**src/rtl/awg_pkg.sv**
```systemverilog
// Shared definitions for the DDS sweep sequencer: register map, MODE bits,
// sequencer state encoding and the widths shared with the sine generator.
package awg_pkg;

    localparam int GEN_FW  = 12;
    localparam int GEN_AW  = 3;
    localparam int GEN_PW  = 8;
    localparam int DWELL_W = 16;

    localparam logic [2:0] ADDR_F_START = 3'd0;
    localparam logic [2:0] ADDR_F_STOP  = 3'd1;
    localparam logic [2:0] ADDR_F_STEP  = 3'd2;
    localparam logic [2:0] ADDR_DWELL   = 3'd3;
    localparam logic [2:0] ADDR_AMP_PH  = 3'd4;
    localparam logic [2:0] ADDR_MODE    = 3'd5;

    localparam int MODE_REPEAT = 0;
    localparam int MODE_TRI    = 1;

    typedef enum logic [1:0] {
        ST_IDLE  = 2'd0,
        ST_DWELL = 2'd1,
        ST_STEP  = 2'd2,
        ST_DONE  = 2'd3
    } state_e;

endpackage

```
**src/rtl/awg_sweep_next.sv**
```systemverilog
// Combinational next-frequency calculator: picks the following sweep value,
// the direction to use with it, or flags that the sweep has ended.
module awg_sweep_next
    import awg_pkg::*;
#(
    parameter int FW = GEN_FW
) (
    input  logic [FW-1:0] freq_i,
    input  logic [FW-1:0] f_start_i,
    input  logic [FW-1:0] f_stop_i,
    input  logic [FW-1:0] f_step_i,
    input  logic          dir_down_i,
    input  logic          repeat_i,
    input  logic          tri_mode_i,
    output logic [FW-1:0] freq_o,
    output logic          dir_down_o,
    output logic          end_o
);

    logic [FW:0] up_sum;
    logic [FW:0] dn_diff;
    logic        up_ok;
    logic        dn_ok;

    // One extra bit catches carry past the top and borrow below zero.
    always_comb begin
        up_sum  = {1'b0, freq_i} + {1'b0, f_step_i};
        dn_diff = {1'b0, freq_i} - {1'b0, f_step_i};
        up_ok   = (up_sum <= {1'b0, f_stop_i});
        dn_ok   = !dn_diff[FW] && (dn_diff[FW-1:0] >= f_start_i);
    end

    always_comb begin
        freq_o     = freq_i;
        dir_down_o = dir_down_i;
        end_o      = 1'b0;
        if (!dir_down_i) begin
            if (up_ok) begin
                freq_o = up_sum[FW-1:0];
            end else if (tri_mode_i && dn_ok) begin
                freq_o     = dn_diff[FW-1:0];
                dir_down_o = 1'b1;
            end else if (repeat_i) begin
                freq_o     = f_start_i;
                dir_down_o = 1'b0;
            end else begin
                end_o = 1'b1;
            end
        end else begin
            if (dn_ok) begin
                freq_o = dn_diff[FW-1:0];
            end else if (repeat_i && up_ok) begin
                freq_o     = up_sum[FW-1:0];
                dir_down_o = 1'b0;
            end else if (repeat_i) begin
                // A failed turn falls back to a fresh pass from the start value.
                freq_o     = f_start_i;
                dir_down_o = 1'b0;
            end else begin
                end_o = 1'b1;
            end
        end
    end

endmodule

```
**src/rtl/awg_sweep_ctrl.sv**
```systemverilog
// Sweep sequencer for the DDS sine generator: shadow config registers, a
// validity-checked start, and a dwell/step FSM with registered outputs.
module awg_sweep_ctrl
    import awg_pkg::*;
#(
    parameter int FW = GEN_FW,
    parameter int AW = GEN_AW,
    parameter int PW = GEN_PW,
    parameter int DW = DWELL_W
) (
    input  logic          clk,
    input  logic          rst_n,
    input  logic          cfg_we,
    input  logic [2:0]    cfg_addr,
    input  logic [15:0]   cfg_data,
    input  logic          start,
    input  logic          abort,
    output logic          gen_en,
    output logic [FW-1:0] gen_freq,
    output logic [AW-1:0] gen_amp,
    output logic [PW-1:0] gen_phase,
    output logic          busy,
    output logic          done,
    output logic          cfg_err
);

    logic [FW-1:0] sh_start_q, sh_stop_q, sh_step_q;
    logic [DW-1:0] sh_dwell_q;
    logic [AW-1:0] sh_amp_q;
    logic [PW-1:0] sh_phase_q;
    logic [1:0]    sh_mode_q;

    logic [FW-1:0] act_start_q, act_stop_q, act_step_q;
    logic [DW-1:0] act_dwell_q;
    logic [1:0]    act_mode_q;

    state_e        state_q;
    logic          dir_down_q;
    logic [DW-1:0] cnt_q;
    logic          gen_en_q, busy_q, done_q, cfg_err_q;
    logic [FW-1:0] gen_freq_q;
    logic [AW-1:0] gen_amp_q;
    logic [PW-1:0] gen_phase_q;

    logic [FW-1:0] nxt_freq_d;
    logic          nxt_dir_d;
    logic          nxt_end_d;
    logic          cfg_ok_d;

    function automatic logic [DW-1:0] dwell_load(input logic [DW-1:0] d);
        return (d == '0) ? '0 : d - DW'(1);
    endfunction

    always_comb begin
        cfg_ok_d = (sh_step_q != '0) && (sh_start_q <= sh_stop_q) && (sh_amp_q != '0);
    end

    always_ff @(posedge clk or negedge rst_n) begin
        if (!rst_n) begin
            sh_start_q <= '0;
            sh_stop_q  <= '0;
            sh_step_q  <= '0;
            sh_dwell_q <= DW'(1);
            sh_amp_q   <= AW'(1);
            sh_phase_q <= '0;
            sh_mode_q  <= '0;
        end else if (cfg_we) begin
            case (cfg_addr)
                ADDR_F_START: sh_start_q <= cfg_data[FW-1:0];
                ADDR_F_STOP:  sh_stop_q  <= cfg_data[FW-1:0];
                ADDR_F_STEP:  sh_step_q  <= cfg_data[FW-1:0];
                ADDR_DWELL:   sh_dwell_q <= cfg_data[DW-1:0];
                ADDR_AMP_PH: begin
                    sh_amp_q   <= cfg_data[AW-1:0];
                    sh_phase_q <= cfg_data[8 +: PW];
                end
                ADDR_MODE:    sh_mode_q  <= cfg_data[1:0];
                default: ;
            endcase
        end
    end

    awg_sweep_next #(.FW(FW)) u_next (
        .freq_i     (gen_freq_q),
        .f_start_i  (act_start_q),
        .f_stop_i   (act_stop_q),
        .f_step_i   (act_step_q),
        .dir_down_i (dir_down_q),
        .repeat_i   (act_mode_q[MODE_REPEAT]),
        .tri_mode_i (act_mode_q[MODE_TRI]),
        .freq_o     (nxt_freq_d),
        .dir_down_o (nxt_dir_d),
        .end_o      (nxt_end_d)
    );

    always_ff @(posedge clk or negedge rst_n) begin
        if (!rst_n) begin
            state_q     <= ST_IDLE;
            dir_down_q  <= 1'b0;
            cnt_q       <= '0;
            act_start_q <= '0;
            act_stop_q  <= '0;
            act_step_q  <= '0;
            act_dwell_q <= DW'(1);
            act_mode_q  <= '0;
            gen_en_q    <= 1'b0;
            gen_freq_q  <= '0;
            gen_amp_q   <= AW'(1);
            gen_phase_q <= '0;
            busy_q      <= 1'b0;
            done_q      <= 1'b0;
            cfg_err_q   <= 1'b0;
        end else begin
            done_q    <= 1'b0;
            cfg_err_q <= 1'b0;
            if (abort) begin
                state_q    <= ST_IDLE;
                gen_en_q   <= 1'b0;
                gen_freq_q <= '0;
                busy_q     <= 1'b0;
            end else begin
                case (state_q)
                    ST_IDLE: begin
                        if (start && cfg_ok_d) begin
                            act_start_q <= sh_start_q;
                            act_stop_q  <= sh_stop_q;
                            act_step_q  <= sh_step_q;
                            act_dwell_q <= sh_dwell_q;
                            act_mode_q  <= sh_mode_q;
                            gen_en_q    <= 1'b1;
                            gen_freq_q  <= sh_start_q;
                            gen_amp_q   <= sh_amp_q;
                            gen_phase_q <= sh_phase_q;
                            busy_q      <= 1'b1;
                            dir_down_q  <= 1'b0;
                            cnt_q       <= dwell_load(sh_dwell_q);
                            state_q     <= ST_DWELL;
                        end else if (start) begin
                            cfg_err_q <= 1'b1;
                        end
                    end
                    // The step happens on the last dwell cycle, so frequencies abut.
                    ST_DWELL: begin
                        if (cnt_q != '0) begin
                            cnt_q <= cnt_q - DW'(1);
                        end else if (nxt_end_d) begin
                            state_q    <= ST_DONE;
                            gen_en_q   <= 1'b0;
                            gen_freq_q <= '0;
                            busy_q     <= 1'b0;
                            done_q     <= 1'b1;
                        end else begin
                            gen_freq_q <= nxt_freq_d;
                            dir_down_q <= nxt_dir_d;
                            cnt_q      <= dwell_load(act_dwell_q);
                        end
                    end
                    ST_DONE: begin
                        state_q <= ST_IDLE;
                    end
                    default: begin
                        state_q    <= ST_IDLE;
                        gen_en_q   <= 1'b0;
                        gen_freq_q <= '0;
                        busy_q     <= 1'b0;
                    end
                endcase
            end
        end
    end

    assign gen_en    = gen_en_q;
    assign gen_freq  = gen_freq_q;
    assign gen_amp   = gen_amp_q;
    assign gen_phase = gen_phase_q;
    assign busy      = busy_q;
    assign done      = done_q;
    assign cfg_err   = cfg_err_q;

endmodule
```
**config.mk**
```make
export PLATFORM = sky130hd
export DESIGN_NAME = awg_sweep_ctrl
export DESIGN_NICKNAME = d
export VERILOG_FILES = /design/src/rtl/awg_pkg.sv /design/src/rtl/awg_sweep_next.sv /design/src/rtl/awg_sweep_ctrl.sv
export SDC_FILE = /design/constraint.sdc
export NUM_CORES = 1
export LEC_CHECK = 0
export CAP_MARGIN = 10
export CORE_MARGIN = 2
export CORE_UTILIZATION = 67
export CTS_BUF_LIST = sky130_fd_sc_hd__clkbuf_8
export DETAILED_ROUTE_END_ITERATION = 8
export GPL_ROUTABILITY_DRIVEN = 0
export PLACE_DENSITY_LB_ADDON = 0.3
export SETUP_SLACK_MARGIN = 0.2
export SLEW_MARGIN = 5
export SYNTH_ARGS = -nofsm -noshare
export SYNTH_HDL_FRONTEND = slang
export SYNTH_HIERARCHICAL = 1
export SYNTH_SLANG_ARGS = --single-unit
export TNS_END_PERCENT = 10
```
**constraint.sdc**
```tcl
create_clock -name clk -period 13.2 [get_ports clk]
set_clock_uncertainty 0.05 [all_clocks]
set_input_delay 2.64 -clock clk [delete_from_list [all_inputs] [get_ports clk]]
set_output_delay 2.64 -clock clk [all_outputs]
set_load 0.03 [all_outputs]
```
==> impl_metrics.toml <==
[global_route]
grt_max_degree = 109
globalRouteTotalUtil = 0.332
grt_pass1_vias = 7985
overflow = 0
antenna_found_initial = 0
grt_pass1_wl_mm = 42.7

[clocking]
clk_latency_ns = 0.47
h-tree-depth = 4
clkTransAtPathRegs_ns = 0.10
cts_setup_buffers = 0
clockBufferDepth = 2
tritoncts = "done"
cts_inserted_buffers = 17
cts_resized = 0
cts_root_buffer = "clkbuf_8"
postCtsHoldBufs = 0
cts_sinks = 164

[placed_design]
dp_hpwl_mm = 19.5
place_inst = 1269
port-buffer-count = 50
pre_cts_ws_ns = 7.22

[sta]
worst_slack_ns = 7.06
tightest_slew_ns = 1.08
setup_viol = 0
relSlewSlack = 0.279
drv_slew = 0
fin_setup_tns_ns = 0
finalHoldViolCount = 0
timing.final.crit_share = 0.465
fin_crit_ns = 6.14
fmax_mhz = 163
rsz0062_at_grt = "no"

[yosys]
synth_edf_count = 0
synth_seq_cells = 164
synth.top_cell.area_share = 0.381
async_reset_ff_frac = 1.00
syn_avg_cell_area_sq_um = 10.0
yosysTopAreaCell = "dfrtp_1"
synthCells = 1050
synthDistinctLibCells = 80
mappedNetlistArea_sq_um = 10500
synthTopCellsByArea = "dfrtp_1, mux2_2, ha_1"
synth_warnings = 6
syn-num-nets = 1140
synthFlopType = "dfrtp_1"
ys_seq_area_frac = 0.391

[min_path]
hold_path_depth = 1
hold_class = "register to register"

[layout]
n_antenna_cell = 0
drive_gt1_frac = 0.189
fill_cells = 995
mostFrequentLayoutCell = "dfrtp_1"
final_cell_mix = "dfrtp_1, mux2_2, inv_1"
syn_to_final_growth_pct = 9.53
finalNetCount = 1167
final_cells = 1301

[setup_path]
ff2ff_path_depth = 19
worst-setup-path-type = "register to register"
cp_max_fo = 20
required_ns = 13.51
crit_arrival_ns = 6.45
startpoint_type = "register"
endpoint_kind = "register"

[pwr]
sw_frac_of_total = 0.468
ir_worst_vdd_mv = 0.173
p_leak_nw = 4.99
p_switching_mw = 1.39
p_int_mw = 1.58
clkPwrFrac = 0.129
p_per_area_nw_per_um2 = 257
p_comb_frac = 0.573
seqPwrFrac = 0.298

[routing]
routed_wl_mm = 26.5
route.detailed.drc = 0
wl_per_cell_um = 20.4
drt_first_pass_iters = 7
avgViaCountPerCell = 6.52
drt_iter0_drc = 837
vias = 8479
drtAntennaViolNets = 0

[status]
status = "complete, no violations"

[die]
initial_core_util = 0.689
num_rows = 45
fp.dieW_um = 129
ioPinCount = 51
core_sq_um = 15300
fp.dieArea_sq_um = 16700
die_h_um = 129

[run]
max_cap_viol_count = 0
synthesized netlist by cell type (17+ instances only):
cell	count
o21ai_0	60
dfrtp_1	160
xnor2_1	26
nand3_1	25
nand2_1	60
a21oi_1	42
mux2_2	130
clkbuf_1	29
inv_1	76
xor2_1	17
ha_1	64
nor2_1	54
nor3_1	34
cells by family after synthesis:
kind of cell    Yosys count  share of synthesized area
fa+ha+maj                66                     0.0799
xor+xnor                 43                     0.0358
flops                   164                      0.391
mux                     142                      0.151
buf+inv                 125                     0.0512
simple gates            272                      0.134
compound gates          238                      0.157
stage by stage:
step	utilization	hold WS (ns)	total power [mW]	area, sq um
after floorplan	-	0.424	2.11	10500
after global placement	0.727	0.435	2.46	11100
after detailed placement	0.727	0.442	2.51	11100
after CTS	0.755	0.466	2.91	11500
after global routing	0.755	0.481	3.13	11500
final	0.755	0.462	2.96	11500
area by class of cell:
cell class              instances  area [sq um]  share of cell area
clock inverters                15           186              0.0162
flip-flops and latches        164          4110               0.357
repair buffers                 57           554              0.0481
multi-input cells             761          5890               0.511
clock buffers                  17           234              0.0203
well taps                     211           264              0.0229
inverters                      76           285              0.0248
state kept, by name (all words and copies together) (netlist names), 2 cells and up:
signal / cells
state_q: 2
sh_phase_q: 8
gen_amp: 3
act_start_q: 12
act_dwell_q: 16
act_stop_q: 12
sh_dwell_q: 16
sh_step_q: 12
cnt_q: 16
sh_start_q: 12
sh_mode_q: 2
sh_amp_q: 3
act_mode_q: 2
sh_stop_q: 12
gen_phase: 8
gen_freq: 12
act_step_q: 12
metal layers:
metal	share of wire	vias up	GRT usage
met5	0	-	0
met4	0.024	0	0.103
li1	-	3845	-
met3	0.093	65	0.0648
met1	0.44	4099	0.500
met2	0.44	470	0.489
power groups by stage:
stage	logic, mW	registers (mW)	clock network, mW
2_1_floorplan	1.25	0.859	0
3_3_place_gp	1.59	0.869	0
3_5_place_dp	1.63	0.882	0
4_1_cts	1.65	0.874	0.384
5_1_grt	1.83	0.904	0.402
6_report	1.70	0.883	0.381
path summary, 6_finish.rpt:
check / start / endpoint / slack [ns]
hold / removal: sh_phase_q[5] / gen_phase[5] / 0.46
setup reg to reg: gen_freq[4] / cnt_q[3] / 7.06
max in group asynchronous: rst_n / act_start_q[3] / 9.53
setup / recovery: gen_freq[4] / cnt_q[3] / 7.06
min in group asynchronous: rst_n / gen_phase[5] / 2.22
hold reg to reg: sh_phase_q[5] / gen_phase[5] / 0.46
critical path, stage by stage, from the launching register on:
cell       delay, ns
dfrtp_1         0.44
ha_1            0.50
nor2_1          0.12
a21oi_1         0.21
nand3_1         0.15
a2111oi_0       0.51
nor2_1          0.11
xor2_1          0.42
inv_1           0.09
ha_1            0.33
nand3_1         0.11
or4_1           0.13
a21oi_1         0.08
a41o_2          0.27
and2_4          0.22
or3_4           0.41
a21oi_1         0.56
a211oi_1        0.27
nor2_2          0.61
mux2_2          0.41
(Power assumes the default switching activity.)
